<file path="config.mk">
export PLATFORM = sky130hd
export DESIGN_NAME = dmem_access_ctrl_flat
export DESIGN_NICKNAME = d
export VERILOG_FILES = /design/src/rtl/dmem_access_ctrl_if.sv /design/src/rtl/dmem_access_ctrl.sv /design/src/flat_wrapper.sv
export SDC_FILE = /design/constraint.sdc
export NUM_CORES = 1
export LEC_CHECK = 0
export ABC_CLOCK_PERIOD_IN_PS = 2500
export CORE_UTILIZATION = 41
export DETAILED_ROUTE_END_ITERATION = 7
export GPL_TIMING_DRIVEN = 0
export PLACE_DENSITY = 0.82
export REMOVE_ABC_BUFFERS = 1
export SYNTH_ARGS = -nofsm -noshare
export SYNTH_HDL_FRONTEND = slang
export SYNTH_SLANG_ARGS = --single-unit
</file>
<file path="constraint.sdc">
create_clock -name clk -period 2.5 [get_ports clk]
set_input_delay 0.5 -clock clk [delete_from_list [all_inputs] [get_ports clk]]
set_output_delay 0.5 -clock clk [all_outputs]
set_load 0.02 [all_outputs]
</file>
<file path="src/rtl/dmem_access_ctrl_if.sv">
// dmem_access_ctrl_if: SRAM-like data bus (req / addr_ok / data_ok handshake)
//   master: drives data_req, data_wr, data_size, data_addr, data_wstrb, data_wdata
//           and receives data_addr_ok, data_data_ok, data_rdata
//   slave : the opposite directions
interface dmem_access_ctrl_if;
    logic        data_req;
    logic        data_wr;
    logic [1:0]  data_size;
    logic [31:0] data_addr;
    logic [3:0]  data_wstrb;
    logic [31:0] data_wdata;
    logic        data_addr_ok;
    logic        data_data_ok;
    logic [31:0] data_rdata;
    modport master (
        output data_req, data_wr, data_size, data_addr, data_wstrb, data_wdata,
        input  data_addr_ok, data_data_ok, data_rdata
    );
    modport slave (
        input  data_req, data_wr, data_size, data_addr, data_wstrb, data_wdata,
        output data_addr_ok, data_data_ok, data_rdata
    );
endinterface

</file>
<file path="src/rtl/dmem_access_ctrl.sv">
// dmem_access_ctrl: sequences MEM-stage loads/stores onto the data bus and stalls until each completes
//   clk, reset          : clock, synchronous active-high reset
//   mem_valid/memR/memW : MEM-stage access request (load wins when both types are set)
//   addr/wdata/flush    : effective address, unaligned store data, cancel current access
//   bus                 : data-bus master port
//   stall/done/rdata    : pipeline freeze, one-cycle completion pulse, extracted load data
//   ade_l/ade_s/bus_err : load/store address-error pulses, response-timeout pulse
module dmem_access_ctrl #(
    parameter int TIMEOUT = 256
) (
    input  logic                       clk,
    input  logic                       reset,
    input  logic                       mem_valid,
    input  logic [1:0]                 memR,
    input  logic [1:0]                 memW,
    input  logic [31:0]                addr,
    input  logic [31:0]                wdata,
    input  logic                       flush,
    dmem_access_ctrl_if.master         bus,
    output logic                       stall,
    output logic                       done,
    output logic [31:0]                rdata,
    output logic                       ade_l,
    output logic                       ade_s,
    output logic                       bus_err
);
    localparam int CW = TIMEOUT > 1 ? $clog2(TIMEOUT) : 1;
    typedef enum logic [1:0] {IDLE, REQ, WAIT, DONE} stateT;
    stateT state, nextState;
    logic [1:0] kind, kindR, offR;
    logic isLoad, access, misaligned, accept, timeout, cancel, loadR;
    logic [CW-1:0] cnt;
    logic [31:0] shifted, extracted;
    assign isLoad = memR != 2'd0;
    assign kind = isLoad ? memR : memW;
    assign access = mem_valid && kind != 2'd0;
    assign misaligned = (kind == 2'd2 && addr[0]) || (kind == 2'd3 && addr[1:0] != 2'd0);
    assign accept = state == IDLE && access && !misaligned && !flush;
    // a response arriving on the last allowed cycle still wins over the timeout
    assign timeout = TIMEOUT != 0 && state == WAIT && !bus.data_data_ok && cnt == CW'(TIMEOUT - 1);
    // halves are always aligned, so the byte-offset shift also lands them in [15:0]
    assign shifted = bus.data_rdata >> {offR, 3'b000};
    assign extracted = kindR == 2'd1 ? {{24{shifted[7]}}, shifted[7:0]} :
                       kindR == 2'd2 ? {{16{shifted[15]}}, shifted[15:0]} : bus.data_rdata;
    always_comb begin
        nextState = state;
        case (state)
            IDLE: nextState = accept ? REQ : IDLE;
            REQ: nextState = bus.data_addr_ok ? (bus.data_data_ok ? (flush ? IDLE : DONE) : WAIT) :
                             (flush ? IDLE : REQ);
            WAIT: nextState = bus.data_data_ok ? ((cancel || flush) ? IDLE : DONE) :
                              (timeout ? IDLE : WAIT);
            default: nextState = IDLE;
        endcase
        bus.data_req = state == REQ;
        done = state == DONE;
        bus_err = timeout;
        stall = access && state != DONE && !(misaligned && state == IDLE) && !flush;
    end
    always_ff @(posedge clk) begin
        if (reset) begin
            state <= IDLE;
            kindR <= '0;
            offR <= '0;
            loadR <= 1'b0;
            cancel <= 1'b0;
            cnt <= '0;
            rdata <= '0;
            ade_l <= 1'b0;
            ade_s <= 1'b0;
            bus.data_wr <= 1'b0;
            bus.data_size <= '0;
            bus.data_addr <= '0;
            bus.data_wstrb <= '0;
            bus.data_wdata <= '0;
        end else begin
            state <= nextState;
            ade_l <= state == IDLE && access && misaligned && !flush && isLoad;
            ade_s <= state == IDLE && access && misaligned && !flush && !isLoad;
            cnt <= state == WAIT ? cnt + 1'b1 : '0;
            // a flushed access still owes the bus its response; remember to discard it
            cancel <= nextState == WAIT && (cancel || flush);
            if (accept) begin
                kindR <= kind;
                offR <= addr[1:0];
                loadR <= isLoad;
                bus.data_wr <= !isLoad;
                bus.data_size <= kind - 2'd1;
                bus.data_addr <= addr;
                bus.data_wstrb <= isLoad ? 4'b0000 : kind == 2'd1 ? 4'b0001 << addr[1:0] :
                                  kind == 2'd2 ? 4'b0011 << addr[1:0] : 4'b1111;
                bus.data_wdata <= wdata << {addr[1:0], 3'b000};
            end
            if (nextState == DONE && loadR)
                rdata <= extracted;
        end
    end
endmodule

</file>
<file path="src/flat_wrapper.sv">
// flat-port wrapper written by rule: the top's interface ports become plain ports
module dmem_access_ctrl_flat 
#(
    parameter int TIMEOUT = 256
)
  (clk, reset, mem_valid, memR, memW, addr, wdata, flush, stall, done, rdata, ade_l, ade_s, bus_err, bus_data_req, bus_data_wr, bus_data_size, bus_data_addr, bus_data_wstrb, bus_data_wdata, bus_data_addr_ok, bus_data_data_ok, bus_data_rdata);
  dmem_access_ctrl_if bus_i ();
  input  logic clk;
  input  logic reset;
  input  logic mem_valid;
  input  logic [1:0] memR;
  input  logic [1:0] memW;
  input  logic [31:0] addr;
  input  logic [31:0] wdata;
  input  logic flush;
  output logic stall;
  output logic done;
  output logic [31:0] rdata;
  output logic ade_l;
  output logic ade_s;
  output logic bus_err;
  output wire logic [$bits(bus_i.data_req)-1:0] bus_data_req;
  output wire logic [$bits(bus_i.data_wr)-1:0] bus_data_wr;
  output wire logic [$bits(bus_i.data_size)-1:0] bus_data_size;
  output wire logic [$bits(bus_i.data_addr)-1:0] bus_data_addr;
  output wire logic [$bits(bus_i.data_wstrb)-1:0] bus_data_wstrb;
  output wire logic [$bits(bus_i.data_wdata)-1:0] bus_data_wdata;
  input wire logic [$bits(bus_i.data_addr_ok)-1:0] bus_data_addr_ok;
  input wire logic [$bits(bus_i.data_data_ok)-1:0] bus_data_data_ok;
  input wire logic [$bits(bus_i.data_rdata)-1:0] bus_data_rdata;
  assign bus_data_req = bus_i.data_req;
  assign bus_data_wr = bus_i.data_wr;
  assign bus_data_size = bus_i.data_size;
  assign bus_data_addr = bus_i.data_addr;
  assign bus_data_wstrb = bus_i.data_wstrb;
  assign bus_data_wdata = bus_i.data_wdata;
  assign bus_i.data_addr_ok = bus_data_addr_ok;
  assign bus_i.data_data_ok = bus_data_data_ok;
  assign bus_i.data_rdata = bus_data_rdata;
  dmem_access_ctrl #(.TIMEOUT(TIMEOUT)) u_core (.clk(clk), .reset(reset), .mem_valid(mem_valid), .memR(memR), .memW(memW), .addr(addr), .wdata(wdata), .flush(flush), .bus(bus_i), .stall(stall), .done(done), .rdata(rdata), .ade_l(ade_l), .ade_s(ade_s), .bus_err(bus_err));
endmodule
</file>
======== Yosys cells after proc, flatten, opt, wreduce, memory -nomap -nowiden ========
Cells that the tools add are included.
word-level totals
  flip-flop bits (word level) ............. 121
  bits of input ports ..................... 106
  output and inout bits ................... 109
  word-level logic and storage cells ...... 78
cells by class
  $add $sub $neg .......................... 2
  eq/ne operators ......................... 12
  shift-type cells ........................ 4
  muxes and demuxes ....................... 15
  bitwise operators ....................... 1
  reductions and logical operators ........ 30
operators by type and width
  kind                                                                    count
  32-bit 2-to-1 mux                                                       2
  32-bit by 5-bit left shift with 32-bit output                           1
  32-bit by 5-bit right shift with 16-bit output                          1
  1-bit logical AND                                                       18
  2-bit equality test (second input constant)                             7
  2-bit 2-to-1 mux                                                        7
  4-bit 2-to-1 mux                                                        3
  8-bit by 1-bit adder with 8-bit output (second input constant)          1
  8-bit equality test (second input constant)                             1
  2-bit by 1-bit equality test with 1-bit output (second input constant)  3
  2-bit one-hot mux with 3 select lines                                   1
  2-bit nonzero test                                                      3
  1-bit zero test                                                         5
  1-bit by 2-bit left shift with 4-bit output (first input constant)      1
  2-bit by 2-bit left shift with 4-bit output (first input constant)      1
  2-bit zero test                                                         1
  1-bit logical OR                                                        2
  1-bit 2-to-1 mux                                                        2
  2-bit inequality test (second input constant)                           1
  2-bit OR reduction                                                      1
  2-bit by 1-bit subtractor with 2-bit output (second input constant)     1
  1-bit inverter                                                          1

======== Longest topological paths before layout ========
  depth after elaboration ................. 12
  mapped depth ............................ 11

======== Worst setup path after synthesis ========
No wires, ideal clock.
  path kind ............................... input-to-reg
  start ................................... input port addr[0]
  end ..................................... register u_core.rdata[13]
  setup time .............................. 70 ps
  arrival time ............................ 2411 ps
  data required time ...................... 2430 ps
  path slack .............................. 20 ps
  stages on the path ...................... 10
  path buffers ............................ 3
  cells stage by stage .................... buf_2 buf_2 inv_2 ha_1 nand2b_1 and4b_1 o31ai_4 clkbuf_1 o21ai_1 a21oi_1
between the ends
  longest elaborated chain between the ends .. 10
  elaborated cells on any way between the ends .. 11
ends and longest elaborated chain
  what                                     RTL line                RTL
  start, declared                          flat_wrapper.sv:13      input logic [31:0] addr;
  2-bit nonzero test                       dmem_access_ctrl.sv:37  assign misaligned = (kind == 2'd2 && addr[0]) || (kind == 2'd3 && addr[1:0] != 2'd0);
  1-bit logical AND                        dmem_access_ctrl.sv:37
  1-bit logical OR *                       dmem_access_ctrl.sv:37
  1-bit zero test *                        dmem_access_ctrl.sv:38  assign accept = state == IDLE && access && !misaligned && !flush;
  1-bit logical AND * (2 in a row)         dmem_access_ctrl.sv:38
  1-bit 2-to-1 mux *                       dmem_access_ctrl.sv:48  IDLE: nextState = accept ? REQ : IDLE;
  2-bit one-hot mux with 3 select lines *  dmem_access_ctrl.sv:47  case (state)
  2-bit equality test *                    dmem_access_ctrl.sv:94  if (nextState == DONE && loadR)
  1-bit logical AND *                      dmem_access_ctrl.sv:94
  end signal, assigned                     dmem_access_ctrl.sv:95  rdata <= extracted;
  end, declared                            dmem_access_ctrl.sv:22  output logic [31:0] rdata,
Every way passes the cells marked *; elsewhere a longest branch is shown, timed or not.
A chain may end at the register's enable or synchronous reset.

======== Worst setup path in the final report ========
  start ................................... input port bus_data_data_ok
  end ..................................... register u_core.rdata[6]
between the ends
  longest elaborated chain between the ends .. 8
  elaborated cells on any way between the ends .. 10
ends and longest elaborated chain
  what                                     RTL line                RTL
  start, declared                          flat_wrapper.sv:29      input wire logic [$bits(bus_i.data_data_ok)-1:0] bus_data_data_ok;
  1-bit zero test                          dmem_access_ctrl.sv:40  assign timeout = TIMEOUT != 0 && state == WAIT && !bus.data_data_ok && cnt == CW'(TIMEOUT - 1);
  1-bit logical AND (2 in a row)           dmem_access_ctrl.sv:40
  2-bit 2-to-1 mux                         dmem_access_ctrl.sv:52  (timeout ? IDLE : WAIT);
  2-bit 2-to-1 mux                         dmem_access_ctrl.sv:51  WAIT: nextState = bus.data_data_ok ? ((cancel || flush) ? IDLE : DONE) :
  2-bit one-hot mux with 3 select lines *  dmem_access_ctrl.sv:47
  2-bit equality test *                    dmem_access_ctrl.sv:94
  1-bit logical AND *                      dmem_access_ctrl.sv:94
Marks and branches as above.

==> impl_metrics.yaml <==
global_routing:
  grtUsageTotal_pct: 25.6
  grt_overflow: 0
  grt_pass1_wl_um: 30500
  antenna_found_initial: 0
  first_global_vias: 5940
  grt_start_max_net_pins: 73
yosys:
  synthTopCellsByArea: "dfxtp_1 39%, a21oi_1 8.4%, nand2_1 7.2%"
  ys_async_sr_fraction_pct: 0
  synth_top_area_cell: "dfxtp_1"
  ys.flop_type: "dfxtp_1"
  synth.top_cell.area_share_pct: 39.0
  postSynthAreaPerCell_um2: 7.86
  synth_edf_count: 0
  seq_area_frac_synth_pct: 39.0
  syn-cell-area_um2: 6100
  ys_warn_count: 0
  netlist_instances: 777
  yosysUniqueCellTypes: 55
  ys_ff_latch: 119
sta:
  finalSetupTns_ns: 0
  setup_viol_count_final: 0
  tightestPinTransition_ns: 0.912
  post-route-min-period_ns: 2.41
  fin_skew_ns: 0.00692
  fin_hold_ws_ns: 0.419
  max_freq_mhz: 415
  hold_viol: 0
  worst_slack_ns: 0.0910
  relSlewSlack_pct: 39.1
  finalCritPeriodShare_pct: 96.4
  slew_viol_final: 0
worst_hold_path:
  hold_class: "flip-flop to flip-flop"
power_and_ir_drop:
  swShare_pct: 25.9
  p_seq_share_pct: 36.9
  pwr-share-clk_pct: 46.9
  p_leak_nw: 3.29
  ir_worst_vdd_mv: 0.464
  p_int_w: 0.00403
  p_sw_w: 0.00141
  p_per_area_nw_per_um2: 593
  comb_power_share_pct: 16.1
final_layout:
  diodes: 0
  finalNetCount: 1086
  post-route-cell-area_um2: 9180
  synthToLayoutAreaGrowth_pct: 50.4
  layout-drive-gt1-share_pct: 10.4
die:
  die_x_um: 124
  core_region_area_um2: 14500
  pin_count: 215
  dieHeight_um: 124
  dieArea_um2: 15400
  start_util_pct: 42.0
  rows: 44
routing:
  postRouteWirelength_um: 20100
  antenna_left: 0
  wl_per_cell_um: 17.3
  first_iter_violations: 605
  drc: 0
  viasPerCell: 5.60
  drt_pass1_iterations: 5
  vias: 6524
run_status:
  status: "completed"
setup_path:
  cp_max_fo: 18
  worstPathArrival_ns: 2.68
  reg2reg_slack_ns: 0.09
  cp-start-kind: "input port"
  worstSetupPathType: "input port to flip-flop"
  endpoint_kind: "flip-flop"
  worstPathRequired_ns: 2.77
clock_tree:
  insertion_delay_ns: 0.41
  clkTransAtPathRegs_ns: 0.06
  hold_buffers: 0
  htree_levels: 4
  clockRootBuffer: "clkbuf_16"
  clock_path_buffers: 2
  cts.sinks: 119
  cts_tree: "done"
  cts_made_buffers: 17
place:
  port-buffer-count: 214
  hpwl_um: 12000
  pre_cts_ws_ns: -2.53
  routabilityCongestion: 0.767
  dpl_cell_area_um2: 8270
flow_run:
  cap_viol_max_count: 0
cell usage in the layout (no fill, tap or decap), types with 3 or more instances in the layout:
master,count
o31ai_4,3
nand3b_1,14
dfxtp_1,115
inv_2,4
a31oi_1,3
mux2i_1,15
o2bb2ai_1,5
a211oi_1,17
o21ai_1,13
clkbuf_16,17
nand2b_1,28
a21oi_1,100
mux2_2,9
buf_4,15
xor2_1,4
xnor2_1,3
inv_1,9
a22oi_1,7
a221oi_1,24
or3_1,3
clkdlybuf4s50_1,205
nand2_1,116
ha_1,7
bufinv_16,4
clkinvlp_4,5
a21o_1,7
nor2_1,55
nor2b_1,27
nand3_1,46
o221ai_1,3
buf_6,3
o21ai_0,20
nor3_1,21
buf_8,4
path summary, 6_finish.rpt:
path | start | to | cells after the start
max | bus_data_data_ok | u_core.rdata[6] | 6
min | u_core.cnt[0] | u_core.cnt[0] | 1
max reg2reg | u_core.cnt[0] | u_core.rdata[6] | 7
min reg2reg | u_core.cnt[0] | u_core.cnt[0] | 1
final cells by class:
class                           instances  area, um2
Tap cell                              184        230
Fill cell                            1256       5360
Inverter                               14       52.6
Multi-Input combinational cell        582       3500
Clock inverter                         12        180
Timing Repair Buffer                  237       2400
Sequential cell                       119       2390
Clock buffer                           18        429
cell families (layout without fill, tap and decap cells):
logic type                 after synthesis  count (layout)  synth area share (%)
and+or+nand+nor                        323             324                  25.4
muxes                                   25              25                  4.49
buffers and inverters                   81             281                  6.27
AOI/OAI and AO/OA                      213             217                  22.0
adders and majority gates                9               9                  1.85
xor gates and xnor gates                 7               7                  1.00
DFF                                    119             119                  39.0
Yosys cell counts (all sizes together) (15+ instances only):
master,number
nand2,117
nor2,55
nor3,21
o21ai,34
buf,24
a221oi,25
mux2i,15
nand2b,28
clkbuf,43
dfxtp,119
a21oi,103
a211oi,19
nand3,46
nor2b,27
timing repair:
| action | CTS | global route |
|---|---|---|
| pin swaps | 8 | 2 |
| endpoints found under the setup margin | 114 | 39 |
| setup buffers | 13 | 2 |
| resized for setup | 47 | 15 |
| cloned | 5 | 1 |
worst max-delay path, stage by stage:
cell and delay (ns):
clkdlybuf4s50_1 0.48, or4_4 0.61, buf_4 0.18, a32oi_4 0.63
or3_1 0.21, a21oi_1 0.05
power groups by stage:
stage	Combinational, W	Sequential, W	Clock, W
3_5_place_dp	0.000811	0.00204	0
2_1_floorplan	0.000307	0.00209	0
6_report	0.000877	0.00201	0.00255
4_1_cts	0.000862	0.00201	0.00259
3_3_place_gp	0.000785	0.00204	0
5_1_grt	0.000947	0.00202	0.00268
through the flow:
step	cells	total power (W)	utilization [%]
2_1_floorplan	710	0.00240	-
3_3_place_gp	1108	0.00283	56.0
3_5_place_dp	1115	0.00286	56.9
4_1_cts	1163	0.00546	62.8
5_1_grt	1166	0.00564	63.2
6_report	1166	0.00544	63.2
routing by layer:
layer / global-route usage, % / vias to the layer above / wire length, um
met5: 0 / - / 0
met4: 7.37 / 0 / 422
met3: 9.66 / 41 / 1920
met2: 42.8 / 283 / 9580
met1: 30.6 / 3049 / 8210
li1: - / 3151 / -
sequential cells by signal, indices dropped and copies added, names as in the netlist:
name / count
u_core.ade_s: 1
u_core.cnt: 8
u_core.bus.data_wstrb: 4
u_core.loadR: 1
u_core.ade_l: 1
u_core.bus.data_addr: 31
u_core.offR: 1
u_core.state: 2
u_core.cancel: 1
u_core.bus.data_size: 2
u_core.kindR: 2
u_core.bus.data_wr: 1
u_core.rdata: 32
u_core.bus.data_wdata: 32
Note: power is estimated with default switching activity, not from simulation.
